## src/rtl/video_timing.sv

```systemverilog
// Raster timing generator: pixel/line counters, registered de/sync/frame_start,
// and a one-outstanding line-prefetch request with sticky overrun detection.
module video_timing #(
  parameter int unsigned H_ACTIVE = 800,
  parameter int unsigned H_FP     = 56,
  parameter int unsigned H_SYNC   = 120,
  parameter int unsigned H_BP     = 64,
  parameter int unsigned V_ACTIVE = 600,
  parameter int unsigned V_FP     = 37,
  parameter int unsigned V_SYNC   = 6,
  parameter int unsigned V_BP     = 23,
  parameter logic        HS_POL   = 1'b1,
  parameter logic        VS_POL   = 1'b1
) (
  input  logic        CLK,
  input  logic        RST,
  output logic [10:0] x,
  output logic [9:0]  y,
  output logic        de,
  output logic        hsync,
  output logic        vsync,
  output logic        frame_start,
  output logic        fetch_req,
  output logic [9:0]  fetch_line,
  input  logic        fetch_ack,
  output logic        fetch_ovr
);

  localparam int unsigned HT = H_ACTIVE + H_FP + H_SYNC + H_BP;
  localparam int unsigned VT = V_ACTIVE + V_FP + V_SYNC + V_BP;

  localparam logic [10:0] X_LAST = 11'(HT - 1);
  localparam logic [10:0] X_ACT  = 11'(H_ACTIVE);
  localparam logic [10:0] HS_ON  = 11'(H_ACTIVE + H_FP);
  localparam logic [10:0] HS_OFF = 11'(H_ACTIVE + H_FP + H_SYNC);
  localparam logic [9:0]  Y_LAST = 10'(VT - 1);
  localparam logic [9:0]  Y_ACT  = 10'(V_ACTIVE);
  localparam logic [9:0]  VS_ON  = 10'(V_ACTIVE + V_FP);
  localparam logic [9:0]  VS_OFF = 10'(V_ACTIVE + V_FP + V_SYNC);

  // Cleared by reset so the first edge after reset presents (0,0) instead of advancing.
  logic        running;

  logic [10:0] x_nxt;
  logic [9:0]  y_nxt;
  logic [9:0]  line_nxt;
  logic        de_nxt;
  logic        hs_nxt;
  logic        vs_nxt;
  logic        fs_nxt;
  logic        fetch_due;
  logic        req_nxt;
  logic [9:0]  fline_nxt;
  logic        ovr_nxt;

  // Next-state: all decodes are made on the coordinate about to be presented.
  always_comb begin
    x_nxt     = '0;
    y_nxt     = '0;
    line_nxt  = '0;
    de_nxt    = 1'b0;
    hs_nxt    = ~HS_POL;
    vs_nxt    = ~VS_POL;
    fs_nxt    = 1'b0;
    fetch_due = 1'b0;
    req_nxt   = fetch_req;
    fline_nxt = fetch_line;
    ovr_nxt   = fetch_ovr;

    if (running) begin
      if (x == X_LAST) begin
        x_nxt = '0;
        y_nxt = (y == Y_LAST) ? '0 : y + 10'd1;
      end else begin
        x_nxt = x + 11'd1;
        y_nxt = y;
      end
    end

    line_nxt  = (y_nxt == Y_LAST) ? '0 : y_nxt + 10'd1;
    de_nxt    = (x_nxt < X_ACT) && (y_nxt < Y_ACT);
    hs_nxt    = (x_nxt >= HS_ON && x_nxt < HS_OFF) ? HS_POL : ~HS_POL;
    vs_nxt    = (y_nxt >= VS_ON && y_nxt < VS_OFF) ? VS_POL : ~VS_POL;
    fs_nxt    = (x_nxt == '0) && (y_nxt == '0);
    fetch_due = (x_nxt == X_ACT) && (line_nxt < Y_ACT);

    // A new fetch supersedes a pending one; an ack on that same edge retires the old one cleanly.
    if (fetch_due) begin
      req_nxt   = 1'b1;
      fline_nxt = line_nxt;
      if (fetch_req && !fetch_ack) begin
        ovr_nxt = 1'b1;
      end
    end else if (fetch_req && fetch_ack) begin
      req_nxt = 1'b0;
    end
  end

  // Output and state registers.
  always_ff @(posedge CLK) begin
    if (RST) begin
      running     <= 1'b0;
      x           <= '0;
      y           <= '0;
      de          <= 1'b0;
      hsync       <= ~HS_POL;
      vsync       <= ~VS_POL;
      frame_start <= 1'b0;
      fetch_req   <= 1'b0;
      fetch_line  <= '0;
      fetch_ovr   <= 1'b0;
    end else begin
      running     <= 1'b1;
      x           <= x_nxt;
      y           <= y_nxt;
      de          <= de_nxt;
      hsync       <= hs_nxt;
      vsync       <= vs_nxt;
      frame_start <= fs_nxt;
      fetch_req   <= req_nxt;
      fetch_line  <= fline_nxt;
      fetch_ovr   <= ovr_nxt;
    end
  end

endmodule

```

## config.mk

```make
export PLATFORM = sky130hd
export DESIGN_NAME = video_timing
export DESIGN_NICKNAME = d
export VERILOG_FILES = /design/src/rtl/video_timing.sv
export SDC_FILE = /design/constraint.sdc
export NUM_CORES = 1
export LEC_CHECK = 0
export BUFFER_PORTS_ARGS = -buffer_cell sky130_fd_sc_hd__buf_2
export CAP_MARGIN = 15
export CORE_MARGIN = 5
export CORE_UTILIZATION = 57
export CTS_CLUSTER_SIZE = 10
export DETAILED_ROUTE_END_ITERATION = 12
export MAX_ROUTING_LAYER = met4
export PLACE_DENSITY = 0.79
export SLEW_MARGIN = 10
export SYNTH_ARGS = -nofsm -noshare
export SYNTH_HDL_FRONTEND = slang
export SYNTH_SLANG_ARGS = --single-unit
```

## constraint.sdc

```tcl
create_clock -name CLK -period 5.3 [get_ports CLK]
set_clock_uncertainty 0.05 [all_clocks]
set_input_delay 0.265 -clock CLK [delete_from_list [all_inputs] [get_ports CLK]]
set_output_delay 0.265 -clock CLK [all_outputs]
set_load 0.01 [all_outputs]
```

==> results of run 1 <==
cell type report:
| cell class | instances | area (um^2) |
|---|---|---|
| multi-input cells | 234 | 1570 |
| well taps | 52 | 65.1 |
| repair buffers | 40 | 203 |
| clock inverters | 3 | 45.0 |
| clock buffers | 5 | 68.8 |
| inverters | 16 | 60.1 |
| fillers | 380 | 1490 |
| flip-flops and latches | 38 | 761 |
metrics by stage:
| stage | util | setup slack, ns | area (um^2) | hold slack (ns) |
|---|---|---|---|---|
| 5_1_grt | 0.651 | 0.525 | 2780 | 0.252 |
| 6_report | 0.651 | 0.915 | 2780 | 0.261 |
| 3_5_place_dp | 0.624 | 0.961 | 2660 | 0.389 |
| 2_1_floorplan | - | 1.35 | 2470 | 0.332 |
| 4_1_cts | 0.651 | 0.958 | 2780 | 0.242 |
| 3_3_place_gp | 0.624 | 1.14 | 2660 | 0.382 |
per-layer routing:
layer	part of all wire	routed length [um]
met3	0.061	402
met4	0.011	73
met2	0.47	3110
met5	0	0
met1	0.46	3040
Yosys cell counts (2+ instances only):
cell type | number | area [um^2]
o211ai_1 | 3 | 22.5
a211o_1 | 3 | 26.3
and2_1 | 4 | 25.0
o31ai_1 | 2 | 15.0
xnor2_1 | 13 | 114
clkbuf_1 | 8 | 30.0
dfxtp_1 | 38 | 761
and3_1 | 5 | 31.3
or4_1 | 4 | 30.0
inv_1 | 15 | 56.3
nor3b_1 | 2 | 15.0
ha_1 | 7 | 87.6
nand2b_1 | 2 | 12.5
buf_2 | 6 | 30.0
nor4b_1 | 2 | 17.5
xor2_1 | 6 | 52.6
nor3_1 | 17 | 85.1
a211oi_1 | 2 | 15.0
nand3_1 | 17 | 85.1
nor4_4 | 2 | 42.5
o32ai_1 | 3 | 26.3
nand4_1 | 10 | 62.6
a22oi_1 | 2 | 15.0
or2_2 | 4 | 25.0
nand2_1 | 12 | 45.0
a21oi_1 | 14 | 70.1
o21a_1 | 5 | 37.5
nor2_1 | 30 | 113
a21o_1 | 2 | 15.0
or3_1 | 4 | 25.0
o21ai_0 | 11 | 55.1
nand4b_1 | 6 | 52.6
nor4_1 | 5 | 31.3
a31oi_1 | 6 | 37.5
nor2b_1 | 3 | 18.8
cells by family (layout without fill, tap and decap cells):
logic type,count (synthesis),count (layout)
AND/OR/NAND/NOR,138,138
AO/OA/AOI/OAI,67,67
flip-flops,38,38
buffers and inverters,32,64
XOR/XNOR,20,20
adder cells (fa/ha/maj),7,7
multiplexers,2,2
where the power goes:
group / total (mW) / internal [mW] / switching [mW]
combinational: 0.0160 / 0.00440 / 0.0116
sequential: 0.290 / 0.287 / 0.00293
clock: 0.250 / 0.140 / 0.110
registers in the layout, summed over array words and instances (netlist names):
name         cells
de               1
fetch_line      10
fetch_ovr        1
fetch_req        1
frame_start      1
hsync            1
running          1
vsync            1
x               11
y               10
worst max path at each step:
stage               start            end  slack, ns  cells after the start
finish               x[0]  fetch_line[2]       0.91                     16
global route         x[0]  fetch_line[0]       0.52                     16
CTS                  x[0]  fetch_line[1]       0.96                     16
detailed placement   x[0]  fetch_line[1]       0.96                     16
global placement     x[0]  fetch_line[1]       1.14                     16
floorplan            x[0]  fetch_line[0]       1.35                     19
worst max-delay path, cell delays in order, from the launching register on:
cell and delay, ns:
dfxtp_1 0.41, ha_1 0.25, and4b_1 0.34, and3_1 0.41, nand2_1 0.09, o22ai_1 0.13
nand2_1 0.14, inv_1 0.12, ha_1 0.35, inv_1 0.08, or4_1 0.49, and4_1 0.22
a211o_1 0.23, a22o_1 0.27, a211oi_4 0.38, nor2_2 0.11, o32ai_1 0.22
==> out/qor.yml, run 1 <==
start_util: 0.579
period_minus_slack_ns: 4.39
globalRouteTotalUtil: 0.255
grt_pass1_vias: 2176
setup.reg_to_reg.worst_slack_ns: 0.91
yosys.area_share.adder: 0.0355
post_synth_and_or_nand_nor_area_fraction: 0.325
rr_worst_depth: 16
timing.setup.tns_ns: 0
antenna_cells: 0
synth-main-ff-cell: "dfxtp_1"
synth_xor_xnor_area_share: 0.0740
most-common-layout-cells: "39 x buf_2, 38 x dfxtp_1, 30 x nor2_1"
grt_start_max_net_pins: 23
largest_family_of_logic_cells_by_synthesized_area: "simple AND/OR/NAND/NOR gates"
min-delay-path-class: "in -> reg"
clock_sinks: 38
dpl.cell_count: 380
ctsHtreeMaxLevel: 2
core_area_um2: 4260
layout-drive-gt1-share: 0.193
placementRows: 24
async_flop_share: 0
grt-ovfl-total: 0
stdcell_count: 388
maxCapViolations: 0
seq_cells_post_synth: 38
holdPathStages: 4
global_placer_s_final_weighted_congestion: 0.897
cts-root-buf: "clkbuf_8"
io_buffers: 39
worst-endpoint-arrival_ns: 4.54
groute.layer.met3.usage: 0.0449
hp-start: "fetch_ack"
cts_resized: 0
grt_most_used_layer: "met2"
outcome: "finished, final reports clean"
synthCells: 304
numCtsBuffers: 5
grt_pass1_wl_um: 10900
layout_worst_path_cycle_share: 0.827
clk_latency_ns: 0.29
use_met1: 0.349
dieArea_um2: 5750
setup_viol: 0
leading_cell_type_in_the_layout_fill_and_taps_excluded: "buf_2"
synth.lib_cells_used.distinct: 64
finalHoldViolCount: 0
overall_via_count_from_detail_route: 2471
cts_tree: "built"
cts.repair_timing.setup_buffer_count: 0
synth_mux_area_frac: 0.00861
critical_path.startpoint_type: "flop"
worstSetupEndpointType: "flop"
setup.worst_path.class: "reg -> reg"
grt_setup_unrepaired: "no"
leakage_nw: 1.01
groute.layer.met2.usage: 0.383
via_per_inst: 6.37
drv_slew: 0
worstHoldEndpoint: "fetch_ovr"
synthesis.area_um2: 2470
synthesis.area_per_instance_um2: 8.12
antenna_found_initial: 0
clk_transition_reported_paths_ns: 0.08
crit-reg2reg-capture: "fetch_line[2]"
max_slew.worst_pin.slew_ns: 0.611
wl_um: 6630
flow.area_growth_from_synthesis_pct: 12.4
route.antenna.remaining_nets: 0
place.detailed.hpwl_um: 4880
yosys_warnings: 0
synth_enable_flop_cells: 0
die-width_um: 75.8
clock.fmax_mhz: 228
floorplan.die.height_um: 75.8
clk_path_buf_depth: 2
postCtsHoldBufs: 0
worstPathMaxFanout: 10
drc: 0
io_pins: 40
firstDrtPassIters: 5
syn_nets: 314
layout.nets: 345
report.power.total_mw: 0.556
drt-initial-drc-count: 255
vdd_ir_drop_max_mv: 0.156
routed_wire_length_per_instance_um: 17.1
slew_headroom: 0.589
power_density_nw_per_um2: 200
seq_area_frac_synth: 0.308
synth_compound_area_frac: 0.194
startpoint_of_the_worst_register_to_register_path: "x[0]"
required_ns: 5.46
No activity file was read; power rests on OpenSTA's default activity.
==> inputs of run 2 (changes only) <==
clock period = 4.6 ns   (was 5.3 ns; I/O delays follow)
==> run 2 against run 1 <==
Net effect: register-to-register slack lost 0.54 ns; largest cell class unchanged; total power grew 26%; wire length grew 4.2%.
==> out/qor.yml, run 2 (synthesized netlist as in run 1, its figures left out) <==
use_met1: 0.349
path_buf_inv: 2
crit_chain: "ha_1 > and4b_2 > and3_2 > nand2_1 > o22ai_1 > nand2_1 > inv_1 > ha_2 > inv_1 > or4_1 > and4_1 > a211o_1 > a22o_1 > a211oi_4 > nor2_2 > o32ai_1"
layout-drive-gt1-share: 0.207
io_buffers: 39
die-width_um: 75.8
numCtsBuffers: 5
placed_cell_area_um2: 2680
drv_slew: 0
core_area_um2: 4260
worst-endpoint-arrival_ns: 4.38
max_slew.worst_pin.slew_ns: 0.614
clk_latency_ns: 0.30
wl_um: 6910
dpl.cell_count: 382
fin_area_um2: 2820
grt_setup_unrepaired: "no"
flow.area_growth_from_synthesis_pct: 14.1
grt_start_max_net_pins: 23
worstSetupEndpointType: "flop"
crit_path_top_delay_cell: "or4_1"
cts.repair_timing.setup_buffer_count: 0
clock.fmax_mhz: 237
required_ns: 4.76
vdd_ir_drop_max_mv: 0.248
worstPathMaxFanout: 10
leakage_nw: 1.04
clk_transition_reported_paths_ns: 0.08
pre_cts_ws_ns: 0.246
io_pins: 40
global_placer_s_final_weighted_congestion: 0.883
start_util: 0.579
leading_cell_type_in_the_layout_fill_and_taps_excluded: "buf_2"
cts-root-buf: "clkbuf_8"
fillers: 384
place.detailed.hpwl_um: 5020
critical_path.startpoint_type: "flop"
outcome: "finished, final reports clean"
layout_worst_path_cycle_share: 0.918
grt-ovfl-total: 0
clk_path_buf_depth: 2
power_density_nw_per_um2: 249
finalHoldViolCount: 0
slew_headroom: 0.585
largest_reg_flops: 11
globalRouteTotalUtil: 0.262
holdPathStages: 4
most-common-layout-cells: "39 x buf_2, 38 x dfxtp_1, 30 x nor2_1"
routed_wire_length_per_instance_um: 17.7
period_minus_slack_ns: 4.22
grt_pass1_wl_um: 11200
floorplan.die.height_um: 75.8
stdcell_count: 390
route.antenna.remaining_nets: 0
min-delay-path-class: "in -> reg"
path_delay_family: "simple AND/OR/NAND/NOR gates"
cts_tree: "built"
clock_sinks: 38
dieArea_um2: 5750
grt_most_used_layer: "met2"
ctsHtreeMaxLevel: 2
layout.nets: 347
groute.layer.met2.usage: 0.416
placementRows: 24
groute.layer.met3.usage: 0.0396
drt-initial-drc-count: 239
critPathMaxStageDelay_ns: 0.50
via_per_inst: 6.39
timing.setup.tns_ns: 0
postCtsHoldBufs: 0
grt_pass1_vias: 2252
hold_ws_ns: 0.218
setup_viol: 0
setup_slack_ns: 0.379
critical_path_depth: 16
antenna_cells: 0
setup.worst_path.class: "reg -> reg"
overall_via_count_from_detail_route: 2494
firstDrtPassIters: 5
max_flop_register: "x"
rr_worst_depth: 16
regs_by_ff_count: "x x11, fetch_line x10, y x10"
drc: 0
maxCapViolations: 0
antenna_found_initial: 0
-- run 2: worst paths after layout --
check            start            end  slack (ns)
max               x[0]  fetch_line[0]        0.38
min          fetch_ack      fetch_ovr        0.22
max reg2reg       x[0]  fetch_line[0]        0.38
min reg2reg  fetch_ovr      fetch_ovr        0.40
-- run 2: worst reg2reg max path, delay by kind of cell (launching register included) --
family | cells | cell delay (ns)
fa+ha+maj | 2 | 0.52
flops | 1 | 0.41
simple gates | 7 | 1.71
compound gates | 5 | 1.23
buf+inv | 2 | 0.20
-- run 2: cell type report --
| type | count | area (um^2) | share of cell area |
|---|---|---|---|
| clock inverters | 3 | 68.8 | 0.0244 |
| clock buffers | 5 | 68.8 | 0.0244 |
| well taps | 52 | 65.1 | 0.0231 |
| multi-input cells | 234 | 1580 | 0.560 |
| inverters | 16 | 60.1 | 0.0213 |
| flip-flops and latches | 38 | 761 | 0.270 |
| repair buffers | 42 | 218 | 0.0772 |
-- run 2: repair_timing --
action,4_1_cts,5_1_grt
gates resized for setup,0,3
hold endpoints to repair,0,0
endpoints found under the setup margin,0,11
-- run 2: routing by layer --
layer,share of wire,up-vias
met4,0.020,0
met3,0.062,17
met2,0.47,116
li1,-,1195
met5,0,-
met1,0.44,1166
-- run 2: stage by stage --
step	util	power (mW)
3_3_place_gp	0.628	0.361
2_1_floorplan	-	0.353
5_1_grt	0.661	0.720
6_report	0.661	0.701
3_5_place_dp	0.628	0.361
4_1_cts	0.660	0.702
-- run 2: report_power, final --
group	switching [mW]	leakage, nW	internal (mW)
logic	0.0137	0.661	0.00559
clock network	0.130	0.0683	0.217
registers	0.00315	0.307	0.331
total	0.147	1.04	0.554
